**src/rtl/mem_arb_pkg.sv**
```systemverilog
// -----------------------------------------------------------------------------
// mem_arb_pkg
// Shared definitions for the instruction/data memory arbiter:
//   - port identifiers used in read tags and in the round-robin history
//   - the read-tag record carried alongside each outstanding read
//   - default address/data widths
// The optional round-robin mode is selected with the MEM_ARB_RR_EN macro in
// mem_arbiter.sv; nothing in this package depends on it.
// -----------------------------------------------------------------------------
package mem_arb_pkg;

    localparam int DEF_ADDR_W = 32;
    localparam int DEF_DATA_W = 32;

    localparam logic PORT_I = 1'b0;
    localparam logic PORT_D = 1'b1;

    // One entry per issued access; valid is set only for reads.
    typedef struct packed {
        logic valid;
        logic port;
    } rd_tag_t;

    localparam rd_tag_t TAG_NONE = '{valid: 1'b0, port: 1'b0};

endpackage

```
**src/rtl/rd_tag_pipe.sv**
```systemverilog
// -----------------------------------------------------------------------------
// rd_tag_pipe
// RD_LAT-stage shift register of read tags. The tag pushed in the issue cycle
// appears on o_tag exactly RD_LAT cycles later, aligned with the memory's
// read data. An asynchronous reset empties the pipe, discarding in-flight
// reads.
// Ports:
//   clk    in   clock
//   reset  in   asynchronous reset, active-high
//   i_tag  in   tag of the access issued this cycle
//   o_tag  out  tag of the access whose read data is on the memory bus now
// -----------------------------------------------------------------------------
module rd_tag_pipe
    import mem_arb_pkg::*;
#(
    parameter int RD_LAT = 1
) (
    input  logic    clk,
    input  logic    reset,
    input  rd_tag_t i_tag,
    output rd_tag_t o_tag
);

    rd_tag_t r_stage [RD_LAT];

    // Advance every tag one stage per cycle; reset drops everything in flight
    always_ff @(posedge clk or posedge reset) begin
        if (reset) begin
            for (int k = 0; k < RD_LAT; k++) begin
                r_stage[k] <= TAG_NONE;
            end
        end else begin
            r_stage[0] <= i_tag;
            for (int k = 1; k < RD_LAT; k++) begin
                r_stage[k] <= r_stage[k-1];
            end
        end
    end

    assign o_tag = r_stage[RD_LAT-1];

endmodule

```
**src/rtl/mem_arbiter.sv**
```systemverilog
// -----------------------------------------------------------------------------
// mem_arbiter
// Shares one single-port pipelined memory between the CPU fetch port and the
// CPU data port. At most one request is granted per cycle; the winner drives
// the memory directly in its grant cycle. Reads are tagged with their port and
// the returning data is routed back RD_LAT cycles later, in issue order.
//
// Arbitration:
//   default           data port wins ties, unless fetch has been refused
//                     MAX_WAIT consecutive cycles, then fetch wins
//   MEM_ARB_RR_EN     round robin: on a tie the port that did not win the
//                     previous grant wins (fetch first after reset)
//
// Ports:
//   clk, reset                      clock, asynchronous active-high reset
//   i_req/i_addr                    fetch read request
//   i_gnt, i_rvalid, i_rdata        fetch grant and read return
//   d_req/d_we/d_addr/d_wdata       data request
//   d_gnt, d_rvalid, d_rdata        data grant and read return
//   mem_en/mem_we/mem_addr/mem_wdata   memory command (zeros when idle)
//   mem_rdata                       memory read data, RD_LAT cycles after issue
// -----------------------------------------------------------------------------
module mem_arbiter
    import mem_arb_pkg::*;
#(
    parameter int ADDR_W   = DEF_ADDR_W,
    parameter int DATA_W   = DEF_DATA_W,
    parameter int RD_LAT   = 1,
    parameter int MAX_WAIT = 4
) (
    input  logic              clk,
    input  logic              reset,
    input  logic              i_req,
    input  logic [ADDR_W-1:0] i_addr,
    output logic              i_gnt,
    output logic              i_rvalid,
    output logic [DATA_W-1:0] i_rdata,
    input  logic              d_req,
    input  logic              d_we,
    input  logic [ADDR_W-1:0] d_addr,
    input  logic [DATA_W-1:0] d_wdata,
    output logic              d_gnt,
    output logic              d_rvalid,
    output logic [DATA_W-1:0] d_rdata,
    output logic              mem_en,
    output logic              mem_we,
    output logic [ADDR_W-1:0] mem_addr,
    output logic [DATA_W-1:0] mem_wdata,
    input  logic [DATA_W-1:0] mem_rdata
);

    localparam int WAIT_W = (MAX_WAIT < 1) ? 1 : $clog2(MAX_WAIT + 1);
    localparam logic [WAIT_W-1:0] WAIT_LIMIT = WAIT_W'(MAX_WAIT);

    logic [WAIT_W-1:0] r_wait_cnt;
    logic              w_i_wins;
    logic              w_i_gnt;
    logic              w_d_gnt;
    rd_tag_t           w_push_tag;
    rd_tag_t           w_ret_tag;

`ifdef MEM_ARB_RR_EN
    logic r_last_winner;

    // Tie-break: the port that did not win most recently goes next
    always_comb begin
        if (d_req) begin
            w_i_wins = (r_last_winner == PORT_D);
        end else begin
            w_i_wins = 1'b1;
        end
    end

    // Track the most recent winner; starting at data lets fetch go first
    always_ff @(posedge clk or posedge reset) begin
        if (reset) begin
            r_last_winner <= PORT_D;
        end else if (w_i_gnt) begin
            r_last_winner <= PORT_I;
        end else if (w_d_gnt) begin
            r_last_winner <= PORT_D;
        end else begin
            r_last_winner <= r_last_winner;
        end
    end

    // The starvation counter has no role in round-robin mode
    always_ff @(posedge clk or posedge reset) begin
        if (reset) begin
            r_wait_cnt <= {WAIT_W{1'b0}};
        end else begin
            r_wait_cnt <= {WAIT_W{1'b0}};
        end
    end
`else
    // Tie-break: data wins unless fetch has waited the maximum allowed
    always_comb begin
        if (d_req) begin
            w_i_wins = (r_wait_cnt == WAIT_LIMIT);
        end else begin
            w_i_wins = 1'b1;
        end
    end

    // Count consecutive refused fetch cycles, saturating at the limit
    always_ff @(posedge clk or posedge reset) begin
        if (reset) begin
            r_wait_cnt <= {WAIT_W{1'b0}};
        end else if (w_i_gnt) begin
            r_wait_cnt <= {WAIT_W{1'b0}};
        end else if (i_req && (r_wait_cnt != WAIT_LIMIT)) begin
            r_wait_cnt <= r_wait_cnt + {{(WAIT_W-1){1'b0}}, 1'b1};
        end else begin
            r_wait_cnt <= r_wait_cnt;
        end
    end
`endif

    // Grant selection; nothing is granted while reset is held
    always_comb begin
        w_i_gnt = 1'b0;
        w_d_gnt = 1'b0;
        if (reset) begin
            w_i_gnt = 1'b0;
            w_d_gnt = 1'b0;
        end else if (i_req && w_i_wins) begin
            w_i_gnt = 1'b1;
        end else if (d_req) begin
            w_d_gnt = 1'b1;
        end else begin
            w_i_gnt = 1'b0;
            w_d_gnt = 1'b0;
        end
    end

    // Winner drives the memory in its grant cycle; idle bus is all zeros
    always_comb begin
        mem_en    = 1'b0;
        mem_we    = 1'b0;
        mem_addr  = {ADDR_W{1'b0}};
        mem_wdata = {DATA_W{1'b0}};
        if (w_i_gnt) begin
            mem_en   = 1'b1;
            mem_addr = i_addr;
        end else if (w_d_gnt) begin
            mem_en    = 1'b1;
            mem_we    = d_we;
            mem_addr  = d_addr;
            mem_wdata = d_wdata;
        end else begin
            mem_en = 1'b0;
        end
    end

    // Only reads produce a return, so writes push an invalid tag
    always_comb begin
        w_push_tag.valid = w_i_gnt | (w_d_gnt & ~d_we);
        w_push_tag.port  = w_d_gnt ? PORT_D : PORT_I;
    end

    rd_tag_pipe #(
        .RD_LAT (RD_LAT)
    ) u_rd_tag_pipe (
        .clk   (clk),
        .reset (reset),
        .i_tag (w_push_tag),
        .o_tag (w_ret_tag)
    );

    assign i_gnt    = w_i_gnt;
    assign d_gnt    = w_d_gnt;
    assign i_rvalid = w_ret_tag.valid & (w_ret_tag.port == PORT_I);
    assign d_rvalid = w_ret_tag.valid & (w_ret_tag.port == PORT_D);
    assign i_rdata  = i_rvalid ? mem_rdata : {DATA_W{1'b0}};
    assign d_rdata  = d_rvalid ? mem_rdata : {DATA_W{1'b0}};

endmodule

```
**config.mk**
```make
export PLATFORM = sky130hd
export DESIGN_NAME = mem_arbiter
export DESIGN_NICKNAME = d
export VERILOG_FILES = /design/src/rtl/mem_arb_pkg.sv /design/src/rtl/rd_tag_pipe.sv /design/src/rtl/mem_arbiter.sv
export SDC_FILE = /design/constraint.sdc
export NUM_CORES = 1
export LEC_CHECK = 0
export ABC_AREA = 1
export ABC_CLOCK_PERIOD_IN_PS = 2500
export CAP_MARGIN = 20
export CORE_AREA = 2 2 103 105
export DETAILED_ROUTE_END_ITERATION = 7
export DIE_AREA = 0 0 105 107
export SLEW_MARGIN = 20
export SYNTH_ARGS = -nofsm -noshare
export SYNTH_HDL_FRONTEND = slang
export SYNTH_SLANG_ARGS = --single-unit
```
**constraint.sdc**
```tcl
create_clock -name clk -period 2.5 [get_ports clk]
set_input_delay 0.5 -clock clk [delete_from_list [all_inputs] [get_ports clk]]
set_output_delay 0.5 -clock clk [all_outputs]
set_load 0.05 [all_outputs]
```
## Word level (Yosys, flattened, before mapping)

Cells that the tools add are included.

- Flip-flop bits (word level): 5
- Latch bits: 0
- Bits in writable memories: 0
- ROM bits: 0
- Input port bits: 133
- Output and inout bits: 134
- Word-level logic and storage cells: 33
- Memories kept: 0

- Add/subtract/negate cells: 1
- Multiply operators: 0
- Divide/modulo/power cells: 0
- $lt $le $gt $ge: 0
- Equal/unequal tests: 2
- Shifts and indexed selects: 0
- Muxes and demuxes: 18
- Bitwise operators: 6
- Reductions and logical operators: 3

Operators by type and width:

| kind | count |
|---|---|
| 32-bit two-way mux | 6 |
| 1-bit two-way mux | 10 |
| 3-bit two-way mux | 2 |
| 3-bit by 1-bit adder with 3-bit output (second input constant) | 1 |
| 1-bit bitwise AND | 3 |
| 3-bit == test (second input constant) | 1 |
| 3-bit inequality test (second input constant) | 1 |
| 1-bit logical AND | 2 |
| 1-bit inverter | 2 |
| 2-bit nonzero test | 1 |
| 1-bit bitwise OR | 1 |

## Depth between registers and ports, before layout

Gate-level depths: netlist (run 1).

- Depth after elaboration: 7
- Depth in mapped cells: 8
- Gate-level depth less buffers: 8

## Modules after synthesis

A second synthesis (run 1) with hierarchy kept.

- Cell total of the unflattened synthesis: 324
- Area, all modules: 1,529.0 um2

By module, submodules not included:

| module | instances | cells each | area an instance (um2) | sequential area each (um2) |
|---|---|---|---|---|
| mem_arbiter | 1 | 321 | 1,475.2 | 75.1 |
| rd_tag_pipe | 1 | 3 | 53.8 | 50.0 |

## Worst setup path after synthesis (run 1)

Ideal clock, no wire load.

- Path kind: register to output
- From: reg u_rd_tag_pipe.r_stage (netlist bit u_rd_tag_pipe.o_tag[0])
- To: out i_rdata[10]
- Data arrival time: 2.167 ns
- Data required time: 2.000 ns
- Setup slack: -0.167 ns
- Cell stages (with the launch flop): 5
- Path buffers: 1
- Path through: dfrtp_1 > nor2_1 > inv_1 > clkbuf_1 > nor2_1

- Longest elaborated chain between the ends: 3

RTL lines:

| element | RTL line | source |
|---|---|---|
| from (decl) | rd_tag_pipe.sv:24 | `rd_tag_t r_stage [RD_LAT];` |
| from (signal, indexed assignment) | rd_tag_pipe.sv:35 | `r_stage[k] <= r_stage[k-1];` |
| 1-bit inverter | mem_arbiter.sv:172 | `assign i_rvalid = w_ret_tag.valid & (w_ret_tag.port == PORT_I);` |
| 1-bit bitwise AND | mem_arbiter.sv:172 |  |
| net i_rvalid | mem_arbiter.sv:36 | `output logic i_rvalid,` |
| 32-bit two-way mux | mem_arbiter.sv:174 | `assign i_rdata = i_rvalid ? mem_rdata : {DATA_W{1'b0}};` |
| to (decl) | mem_arbiter.sv:37 | `output logic [DATA_W-1:0] i_rdata,` |

The timed path passes the listed nets, and every way through them passes these cells.

## Worst setup path in the final report (run 1)

- From: in d_req
- To: out mem_addr[13]

- Longest elaborated chain between the ends: 6
- Elaborated cells on any way between the ends: 9
- Classes of those cells: mux (8); reduce/logical (1)

RTL lines:

| element | RTL line | source |
|---|---|---|
| from (decl) | mem_arbiter.sv:38 | `input logic d_req,` |
| 1-bit two-way mux | mem_arbiter.sv:98 | `if (d_req) begin` |
| 1-bit logical AND | mem_arbiter.sv:126 | `end else if (i_req && w_i_wins) begin` |
| 1-bit two-way mux | mem_arbiter.sv:126 |  |
| 1-bit two-way mux | mem_arbiter.sv:123 | `if (reset) begin` |
| 32-bit two-way mux | mem_arbiter.sv:145 | `end else if (w_d_gnt) begin` |
| 32-bit two-way mux (*) | mem_arbiter.sv:142 | `if (w_i_gnt) begin` |
| to (decl) | mem_arbiter.sv:47 | `output logic [ADDR_W-1:0] mem_addr,` |

Mark *: on every way between the ends. The rest lies on a longest branch, timed or not.

==> results.cfg, run 1 <==
[sta]
hold_viol_final = 0
clock.fmax_mhz = 421
holdWs_ns = 0.556
finalMaxSlewViolations = 0
rsz0062_at_grt = true
maxSlewHeadroom_pct = 63.1
final.setup_skew_ns = 0.000437
min_period_ns = 2.38
finalCritPeriodShare_pct = 95.1
finalSetupViolCount = 0
tns_ns = 0
worstMarginPinSlew_ns = 0.553

[job]
cap_violations = 0

[floorplanning]
io_pins = 267
die_x_um = 105
die_area_mm2 = 0.0112
die_h_um = 107
core_area_mm2 = 0.0101
start_util_pct = 15.1
rows = 37

[logic_synthesis]
yosysSeqAreaShare_pct = 8.24
yosys_register_bits = 5
ys_types = 15
syn_inst = 323
syn-cell-area_mm2 = 0.00152
syn_nets = 458
yosysWarnings = 0
avgSynthCellArea_um2 = 4.70

[route]
drtAntennaViolNets = 0
first_pass_iters = 5
vias = 3026
totalWireLength_um = 9940
wire_per_inst_um = 13.9
via_per_inst = 4.24
route.detailed.drc = 0
drtIter0Drc = 152

[clock_tree]
clock_latency_ns = 0.22
cts-root-buf = clkbuf_8
cts_max_level = 1
postCtsSetupBuffers = 0
clock_sinks = 5
ctsHoldBuffers = 0
cts_tree = yes
cts-buffers-inserted = 3
clk_path_buf_depth = 2
path_clk_slew_ns = 0.03
ctsResizeCount = 0

[critical_path]
cp_max_fo = 30
required_ns = 2.00
reg2reg_slack_ns = 0.92
r2r_end = r_wait_cnt[0]
r2r_cells = 8
crit_path_cell_trace = clkdlybuf4s50_1 -> nand2_1 -> inv_2 -> buf_12 -> nand3_1 -> nand2_1 -> buf_12
slowest_stage = clkdlybuf4s50_1
criticalPathCategory = input pin to output port
r2r-start = r_wait_cnt[0]
worstSetupPathDepth = 7
cp-startpoint = d_req
path_buf_inv = 4
critical_path.top_delay_family = buffers and inverters
crit_end = mem_addr[13]
end_kind = output port
worstSetupStartpointType = input pin
crit_path_max_incr_delay_ns = 0.52
worst_ep_arrival_time_ns = 1.88

[layout]
areaGrowthSynthToFinish_pct = 277
layout.nets = 713
antenna_cells = 0
drive_gt1_share_pct = 28.1
multi_input_area_mm2 = 0.00102
fill_cells = 916
layout.cells.non_filler = 713
seq_area_um2 = 125
fin_util_pct = 56.8

[place]
dp_cells = 709
gp_congestion = 0.817
io_buffer_count = 266
hpwlAfterDp_um = 8570

[power_and_ir_drop]
p_leak_nw = 2.73
swShare_pct = 48.3
p_seq_share_pct = 6.9
power_density_mw_per_mm2 = 320
peakVddDrop_uv = 233
power_frac_comb_pct = 84.9
power.share.clock_pct = 8.2
p_switching_uw = 886
p_int_uw = 949

[global_route]
grt_max_degree = 36
grt_util_met3_pct = 4.13
antenna_found_initial = 0
grt_usage_pct = 16.5
use_met2_pct = 32.3
gr-max-usage-layer = met2
grt_pass1_vias = 2976
grtUsageMet1_pct = 17.5
grt_overflow = 0
grt_pass1_wl_um = 15100

[worst_hold_path]
hp-class = flip-flop to flip-flop
min_path_cells = 2

[status]
outcome = completed
[cells by family (layout without fill, tap and decap cells)]
| logic type | Yosys count | in the layout | share of synthesized area [%] |
|---|---|---|---|
| compound gates | 2 | 2 | 0.658 |
| simple gates | 214 | 214 | 62.9 |
| buf+inv | 100 | 354 | 26.6 |
| flops | 5 | 5 | 8.24 |
| fa+ha+maj | 2 | 2 | 1.65 |
[power by group through the flow]
| stage | registers (mW) | logic (mW) | clock network (mW) |
|---|---|---|---|
| 6_report | 0.127 | 1.56 | 0.151 |
| 5_1_grt | 0.132 | 1.63 | 0.163 |
| 4_1_cts | 0.128 | 1.56 | 0.156 |
| 3_5_place_dp | 0.129 | 1.56 | 0 |
| 3_3_place_gp | 0.125 | 1.53 | 0 |
| 2_1_floorplan | 0.124 | 0.717 | 0 |
[state kept, by name, summed over array words and instances (netlist names)]
signal / cells
u_rd_tag_pipe.o_tag: 2
r_wait_cnt: 3
[synthesized netlist by cell type]
cell | n | area share [%]
ha_1 | 2 | 1.6
a21oi_1 | 1 | 0.33
nor2_1 | 100 | 25
nand3_1 | 35 | 12
buf_4 | 4 | 2.0
inv_1 | 72 | 18
dfrtp_1 | 5 | 8.2
inv_2 | 3 | 0.74
buf_2 | 11 | 3.6
o21ai_0 | 1 | 0.33
nand2_2 | 1 | 0.41
nand2_4 | 3 | 2.2
nand4_1 | 33 | 14
clkbuf_1 | 10 | 2.5
nand2_1 | 42 | 10
[worst reg2reg max path, delay by kind of cell, from the launching register on]
family | cells | cell delay (ns)
adders and majority gates | 1 | 0.16
DFF | 1 | 0.38
and+or+nand+nor | 4 | 0.47
buffers and inverters | 3 | 0.45
[worst min-delay path by stage]
stage               slack [ns]       endpoint          start
finish                    0.56  r_wait_cnt[2]  r_wait_cnt[2]
CTS                       0.56  r_wait_cnt[2]  r_wait_cnt[2]
floorplan                 0.52  r_wait_cnt[2]  r_wait_cnt[2]
detailed placement        0.56  r_wait_cnt[2]  r_wait_cnt[2]
global route              0.60  r_wait_cnt[2]  r_wait_cnt[2]
global placement          0.53  r_wait_cnt[2]  r_wait_cnt[2]
[metal layers]
metal  part of all wire (%)  wire length, um  up-vias
met5                      0                0        -
met4                    2.0              201        0
met3                    8.5              846       17
met2                     55             5500      169
met1                     34             3390     1355
li1                       -                -     1485
[placed cells by master, fill, tap and decap left out]
cell type / netlist / routed
a21oi_1: 1 / 1
buf_12: 0 / 135
buf_4: 4 / 7
clkbuf_1: 10 / 1
clkbuf_8: 0 / 3
clkdlybuf4s50_1: 0 / 133
clkinvlp_4: 0 / 1
dfrtp_1: 5 / 5
ha_1: 2 / 2
inv_1: 72 / 71
inv_2: 3 / 3
nand2_1: 42 / 42
nand2_2: 1 / 1
nand2_4: 3 / 2
nand2_8: 0 / 1
nand3_1: 35 / 35
nand4_1: 33 / 33
nor2_1: 100 / 91
nor2_2: 0 / 9
o21ai_0: 1 / 1
[area by class of cell]
type                            instances  area share (%)
Tap cell                              136            2.97
Sequential cell                         5            2.18
Clock buffer                            4           0.786
Inverter                               75            4.98
Multi-Input combinational cell        218            17.8
Timing Repair Buffer                  275            71.3
[stage by stage]
step,worst slack (ns),cell area [um2],power [mW]
6_report,0.122,5730,1.84
5_1_grt,-0.0332,5730,1.93
4_1_cts,0.0577,5700,1.84
3_5_place_dp,0.0593,5660,1.68
3_3_place_gp,0.109,5660,1.66
2_1_floorplan,0.105,1520,0.841
(Power assumes the default switching activity.)
==> run 2, diff against run 1 <==
--- a/config.mk
+++ b/config.mk
@@ -9,6 +9,7 @@
 export ABC_CLOCK_PERIOD_IN_PS = 2500
 export CAP_MARGIN = 20
 export CORE_AREA = 2 2 103 105
+export CTS_CLUSTER_DIAMETER = 120
 export DETAILED_ROUTE_END_ITERATION = 7
 export DIE_AREA = 0 0 105 107
 export SLEW_MARGIN = 20
==> results of run 2 <==
The final DEF is identical to that of run 1; final timing and power are the same.
==> run 3, diff against run 2 <==
--- a/config.mk
+++ b/config.mk
@@ -6,7 +6,6 @@
 export NUM_CORES = 1
 export LEC_CHECK = 0
 export ABC_AREA = 1
-export ABC_CLOCK_PERIOD_IN_PS = 2500
 export CAP_MARGIN = 20
 export CORE_AREA = 2 2 103 105
 export CTS_CLUSTER_DIAMETER = 120
==> results of run 3 <==
The final DEF is identical to that of run 1; final timing and power are the same.
